**config.mk**
```make
export PLATFORM = sky130hd
export DESIGN_NAME = id_ex_pipe_reg
export DESIGN_NICKNAME = d
export VERILOG_FILES = /design/src/rtl/id_ex_pipe_reg.sv
export SDC_FILE = /design/constraint.sdc
export NUM_CORES = 1
export LEC_CHECK = 0
export CORE_ASPECT_RATIO = 2
export CORE_MARGIN = 1.5
export CORE_UTILIZATION = 44
export DETAILED_ROUTE_END_ITERATION = 10
export GPL_TIMING_DRIVEN = 0
export PLACE_DENSITY = 0.84
export SLEW_MARGIN = 20
export SYNTH_ARGS = -nofsm -noshare
export SYNTH_HDL_FRONTEND = slang
export SYNTH_SLANG_ARGS = --single-unit
```
**constraint.sdc**
```tcl
create_clock -name clk -period 2.4 [get_ports clk]
set_input_delay 0.48 -clock clk [delete_from_list [all_inputs] [get_ports clk]]
set_output_delay 0.48 -clock clk [all_outputs]
set_load 0.05 [all_outputs]
```
**src/rtl/id_ex_pipe_reg.sv**
```systemverilog
`default_nettype none
// ============================================================================
// Module      : id_ex_pipe_reg
// Description : ID/EX pipeline register of the 5-stage MIPS datapath.
//               Captures decoded operands, immediate, register addresses
//               and control bits. Supports hazard stall (hold) and flush
//               (bubble insertion), and keeps a saturating bubble counter.
// Revision    : 1.0 - initial release
// ============================================================================
module id_ex_pipe_reg #(
    parameter int DATA_W  = 32,
    parameter int RADDR_W = 5,
    parameter int BCNT_W  = 16
) (
    input  logic               clk,
    input  logic               rst_n,
    input  logic               stall,
    input  logic               flush,
    input  logic               id_valid,
    input  logic [DATA_W-1:0]  id_pc4,
    input  logic [DATA_W-1:0]  id_rd1,
    input  logic [DATA_W-1:0]  id_rd2,
    input  logic [DATA_W-1:0]  id_imm,
    input  logic [RADDR_W-1:0] id_rs,
    input  logic [RADDR_W-1:0] id_rt,
    input  logic [RADDR_W-1:0] id_rd,
    input  logic [8:0]         id_ctrl,
    output logic               ex_valid,
    output logic [DATA_W-1:0]  ex_pc4,
    output logic [DATA_W-1:0]  ex_rd1,
    output logic [DATA_W-1:0]  ex_rd2,
    output logic [DATA_W-1:0]  ex_imm,
    output logic [RADDR_W-1:0] ex_rs,
    output logic [RADDR_W-1:0] ex_rt,
    output logic [RADDR_W-1:0] ex_rd,
    output logic [8:0]         ex_ctrl,
    output logic [BCNT_W-1:0]  bubble_cnt
);

    localparam logic [BCNT_W-1:0] c_BCNT_MAX = '1;
    localparam logic [BCNT_W-1:0] c_BCNT_ONE = {{(BCNT_W-1){1'b0}}, 1'b1};

    logic               r_valid;
    logic [DATA_W-1:0]  r_pc4;
    logic [DATA_W-1:0]  r_rd1;
    logic [DATA_W-1:0]  r_rd2;
    logic [DATA_W-1:0]  r_imm;
    logic [RADDR_W-1:0] r_rs;
    logic [RADDR_W-1:0] r_rt;
    logic [RADDR_W-1:0] r_rd;
    logic [8:0]         r_ctrl;
    logic [BCNT_W-1:0]  r_bcnt;

    // A bubble enters EX on a flush, or on a normal load of an empty ID slot.
    // A stalled edge never counts, even if ID is empty.
    logic w_bubble;
    assign w_bubble = flush | (~stall & ~id_valid);

    // Pipeline payload: flush clears, stall holds, otherwise load from ID.
    always_ff @(posedge clk or negedge rst_n) begin
        if (!rst_n) begin
            r_valid <= 1'b0;
            r_pc4   <= '0;
            r_rd1   <= '0;
            r_rd2   <= '0;
            r_imm   <= '0;
            r_rs    <= '0;
            r_rt    <= '0;
            r_rd    <= '0;
            r_ctrl  <= '0;
        end else if (flush) begin
            r_valid <= 1'b0;
            r_pc4   <= '0;
            r_rd1   <= '0;
            r_rd2   <= '0;
            r_imm   <= '0;
            r_rs    <= '0;
            r_rt    <= '0;
            r_rd    <= '0;
            r_ctrl  <= '0;
        end else if (!stall) begin
            r_valid <= id_valid;
            r_pc4   <= id_pc4;
            r_rd1   <= id_rd1;
            r_rd2   <= id_rd2;
            r_imm   <= id_imm;
            r_rs    <= id_rs;
            r_rt    <= id_rt;
            r_rd    <= id_rd;
            // An invalid slot must never carry write/memory side effects.
            r_ctrl  <= id_valid ? id_ctrl : 9'd0;
        end
    end

    // Saturating bubble counter; cleared only by reset.
    always_ff @(posedge clk or negedge rst_n) begin
        if (!rst_n) begin
            r_bcnt <= '0;
        end else if (w_bubble && (r_bcnt != c_BCNT_MAX)) begin
            r_bcnt <= r_bcnt + c_BCNT_ONE;
        end
    end

    assign ex_valid   = r_valid;
    assign ex_pc4     = r_pc4;
    assign ex_rd1     = r_rd1;
    assign ex_rd2     = r_rd2;
    assign ex_imm     = r_imm;
    assign ex_rs      = r_rs;
    assign ex_rt      = r_rt;
    assign ex_rd      = r_rd;
    assign ex_ctrl    = r_ctrl;
    assign bubble_cnt = r_bcnt;

endmodule
`default_nettype wire
```
# After elaboration in Yosys (flattened, before gate mapping)
# Cells that the tools add are included.
[word_totals] ff_bits=169 in_bits=157 output_inout_bits=169 wordCells=37
[classes] n_addsub=1 eq_ne=2 muxes=19 n_bitwise=4 n_reduce_logical=1
[ops] operator="$mux W32" count=8
[ops] operator="$mux W5" count=6
[ops] operator="$mux W9" count=3
[ops] operator="$add A16 B1 Y16 const B" count=1
[ops] operator="$ne A16 B16 Y1 const B" count=1
[ops] operator="$mux W1" count=2
[ops] operator="$ne A2 B1 Y1 const B" count=1
[ops] operator="$not A1 Y1" count=2
[ops] operator="$and A1 B1 Y1" count=1
[ops] operator="$logic_and A1 B1 Y1" count=1
[ops] operator="$or A1 B1 Y1" count=1

# Logic depth before layout (Yosys ltp)
[depth] ltp_word=4 depth_mapped=5 ltp_nobuf=5

# Least setup slack after synthesis
# Ideal clock, no wire load.
[synth_path] path_type="register to register" start="register r_bcnt[0] (netlist: bubble_cnt[0])" end="register r_bcnt[1] (netlist: bubble_cnt[1])" setup_ps=125 t_arrival_ps=1937 required_time_ps=2275 slack_ps=338 path_stages_with_launch=5 path_buffers=0 period_less_slack_ps=2062 path_cell_list="dfrtp_1 ha_1 nand4_2 o41a_1 mux2_4"
[synth_via] elab_chain_len=2 elab_cells_between_ends=3 cone_classes="1 x add/sub; 1 x eq/ne; 1 x reduce/logical"
[synth_rtl] element="start, declared" line_no="52" text="logic [BCNT_W-1:0] r_bcnt;"
[synth_rtl] element="start signal, assigned" line_no="100" text="r_bcnt <= r_bcnt + c_BCNT_ONE;"
[synth_rtl] element="branches (longest 2 deep; another with $add A16 B1 Y16)"
# Parallel ways; which one is timed is not known.
# A chain may end at the register's enable or synchronous reset.

# Worst setup path in the final report
[layout_path] start="register r_bcnt[3] (netlist: bubble_cnt[3])" end="output port bubble_cnt[3]"
[layout_rtl] element="end, declared" line_no="37" text="output logic [BCNT_W-1:0] bubble_cnt"
# No word-level cell between the ends.

==> key figures <==
Yosys
  – Share of flip-flops with an asynchronous set or reset: 100%
  – Top_reg_cell synth: dfrtp_1
  – Yosys reg bits: 169
  – Mapped Cells: 581
  – Synth Area per Inst: 11.9 um^2
  – Synth Cell Area: 6910 um^2
  – Number of synthesized flops with an enable pin: 0
  – Distinct cell type count after synthesis: 31
  – Mapped Nets: 739
  – Yosys synthesis warning count: 0
  – Sequential share of the synthesized area: 61.2%

Worst setup path
  – RR Startpoint: bubble_cnt[0]$_DFFE_PN0P_
  – Critical path endpoint category: primary output
  – Crit Path Class: reg2out
  – Worst-path cell chain: clkdlybuf4s50_1
  – CP Data Required Time: 1.92 ns
  – Reg-to-reg critical path endpoint: bubble_cnt[9]$_DFFE_PN0P_
  – Cell depth of the worst flop-to-flop path: 5
  – Worst setup endpoint: bubble_cnt[3]
  – Worst path slowest cell: clkdlybuf4s50_1
  – CP peak stage delay: 0.86 ns
  – R2r setup slk: 0.47 ns
  – Worst setup startpoint: bubble_cnt[3]$_DFFE_PN0P_
  – Family with the most delay on the worst path: buffers and inverters
  – Worst path arrival time: 1.74 ns
  – CP Depth: 1
  – Crit Path Max Fanout: 6
  – Buffer and inverter count on the worst path: 1
  – Startpoint type of the worst setup path: register

Layout
  – Share of cells above drive strength 1: 5.36%
  – Most common cell after layout, fill and taps aside: clkdlybuf4s50_1
  – Final instance area: 11,000 um^2
  – Area grow syn2layout: 59.4%
  – Final net count: 1,081
  – Final Non-Filler Cells: 1,133
  – Most frequent cells in the layout: clkdlybuf4s50_1 (321), dfrtp_1 (169), nor2_1 (164), mux2i_1 (143), clkbuf_1 (20)

Clock tree
  – CTS Hold Buffers Added: 0
  – Postcts setup bufs: 0
  – Register clock-pin slew on the reported worst setup and hold paths: 0.07 ns
  – PostCTS Resize Cnt: 0
  – TritonCTS clock tree: done
  – Clk sink count: 169
  – CTS root buf: clkbuf_16
  – # H-tree levels: 4
  – CTS max path bufs: 2
  – Skew-Pair Late Insertion Delay: 0.42 ns
  – CTS buffer count: 17

Detailed routing
  – Detail-routed via count per cell: 5.05
  – Routed Wire Length: 21.1 mm
  – 1st-iter DRT viols: 179
  – Wirelength per Cell: 18.7 um
  – Pre-Repair DR Iteration Count: 4
  – DRC viols: 0
  – Post-route ant nets: 0
  – Vias post-DR: 5,725

Global route
  – Busiest grt layer: met2
  – M2 GR Usage: 48.9%
  – Pin count of the biggest net entering global routing: 87
  – Vias in the first global route: 6,042
  – Initial antenna violation count: 2
  – M3 GR Usage: 6.46%
  – Met1 GRT Util: 26.2%
  – First-pass GRT wire length: 33.0 mm
  – GR Overflow Total: 0
  – GRT Util Overall: 26.2%

Placement
  – Port-buffer cells: 322
  – Cell area after placement: 10,400 um^2
  – Placed Cells: 1,102
  – Placer Congestion: 0.848
  – Post-DP HPWL: 16.0 mm

Timing
  – Slew @ Worst Pin: 0.678 ns
  – Worst hold margin: 0.0122 ns
  – Setup violators final: 0
  – Achievable Freq: 451 MHz
  – Part of the cycle the worst path needs: 92.4%
  – Fin. Hold Viols: 0
  – Post-layout min period: 2.22 ns
  – RSZ-0062 raised after global routing: false
  – Worst slew margin: 54.8%
  – Max Clock Skew: 0.00749 ns
  – TNS Setup: 0 ns
  – Slew Limit Fails: 0

Floorplan
  – Row count: 64
  – Starting Density: 45.2%
  – Core footprint: 15,300 um^2
  – IO Pins: 326
  – Die area: 16,500 um^2
  – Die extent in x: 91.6 um
  – DIE HEIGHT: 180 um

Power
  – Pwr dens: 726 nW/um^2
  – Power consumption: 7.99 mW
  – Max VDD drop: 0.000574 V
  – Leak: 5.18 nW

Job
  – Max-cap check violation count: 0

Hold path
  – Hold WC Path Type: in2async

Status
  – Status: finished clean
-- kinds of logic after synthesis --
kind of cell,share of synthesized area [%]
compound gates,1.85
xor+xnor,1.90
fa+ha+maj,0.181
buf+inv,2.33
flops,61.2
mux,20.9
simple gates,11.6
-- metrics by stage --
stage	worst slack (ns)	utilization, %
2_1_floorplan	0.338	-
3_3_place_gp	-6.08	67.9
3_5_place_dp	0.413	68.1
4_1_cts	0.160	72.0
5_1_grt	0.128	72.0
6_report	0.183	72.0
-- sequential cells by signal (all words and copies together) (netlist names) --
| register | cells |
|---|---|
| bubble_cnt | 16 |
| ex_rd2 | 32 |
| ex_rs | 5 |
| ex_pc4 | 32 |
| ex_imm | 32 |
| ex_ctrl | 9 |
| ex_rd1 | 32 |
| ex_valid | 1 |
| ex_rt | 5 |
| ex_rd | 5 |
-- cell usage after synthesis, types with 2 or more instances --
cell type | instances | area (um^2)
mux2i_1 | 143 | 1430
and3_1 | 4 | 25.0
clkbuf_1 | 17 | 63.8
a21oi_1 | 9 | 45.0
xnor2_1 | 7 | 61.3
nand3_1 | 2 | 10.0
nor3_1 | 2 | 10.0
xor2_1 | 8 | 70.1
nand2_1 | 12 | 45.0
dfrtp_1 | 169 | 4230
buf_2 | 18 | 90.1
nor2_1 | 164 | 616
nand4_1 | 8 | 50.1
-- worst min path at each step --
stage / from / end / slack [ns]
floorplan: rst_n / bubble_cnt[0]$_DFFE_PN0P_ / 0.18
finish: rst_n / ex_rd2[29]$_DFFE_PN0P_ / 0.01
CTS: rst_n / ex_rd1[2]$_DFFE_PN0P_ / 0.05
global route: rst_n / ex_rd2[29]$_DFFE_PN0P_ / 0.06
detailed placement: bubble_cnt[7]$_DFFE_PN0P_ / bubble_cnt[7]$_DFFE_PN0P_ / 0.50
global placement: ex_ctrl[2]$_DFFE_PN0P_ / ex_ctrl[2]$_DFFE_PN0P_ / 0.50
-- power breakdown --
part / internal [mW] / total (mW) / switching, mW
registers: 3.05 / 3.21 / 0.163
clock network: 1.75 / 2.84 / 1.09
logic: 0.774 / 1.95 / 1.17
-- area by class of cell --
| type | instances | area (um^2) |
|---|---|---|
| antenna | 2 | 5.00 |
| inverter | 1 | 3.75 |
| fill | 1102 | 4280 |
| clock inverter | 8 | 148 |
| multi-input combinational | 375 | 2520 |
| sequential | 169 | 4230 |
| clock buffer | 21 | 450 |
| buffer | 36 | 158 |
| timing repair buffer | 323 | 3260 |
| tap | 198 | 248 |
-- routing by layer --
metal  vias to the layer above  part of all wire [%]  wire length [um]
met5                         -                     0                 0
met4                         0                   3.7               784
met2                       253                    56             11800
met3                        46                   6.0              1270
met1                      2802                    35              7290
li1                       2624                     -                 -
Note: power is estimated with default switching activity, not from simulation.
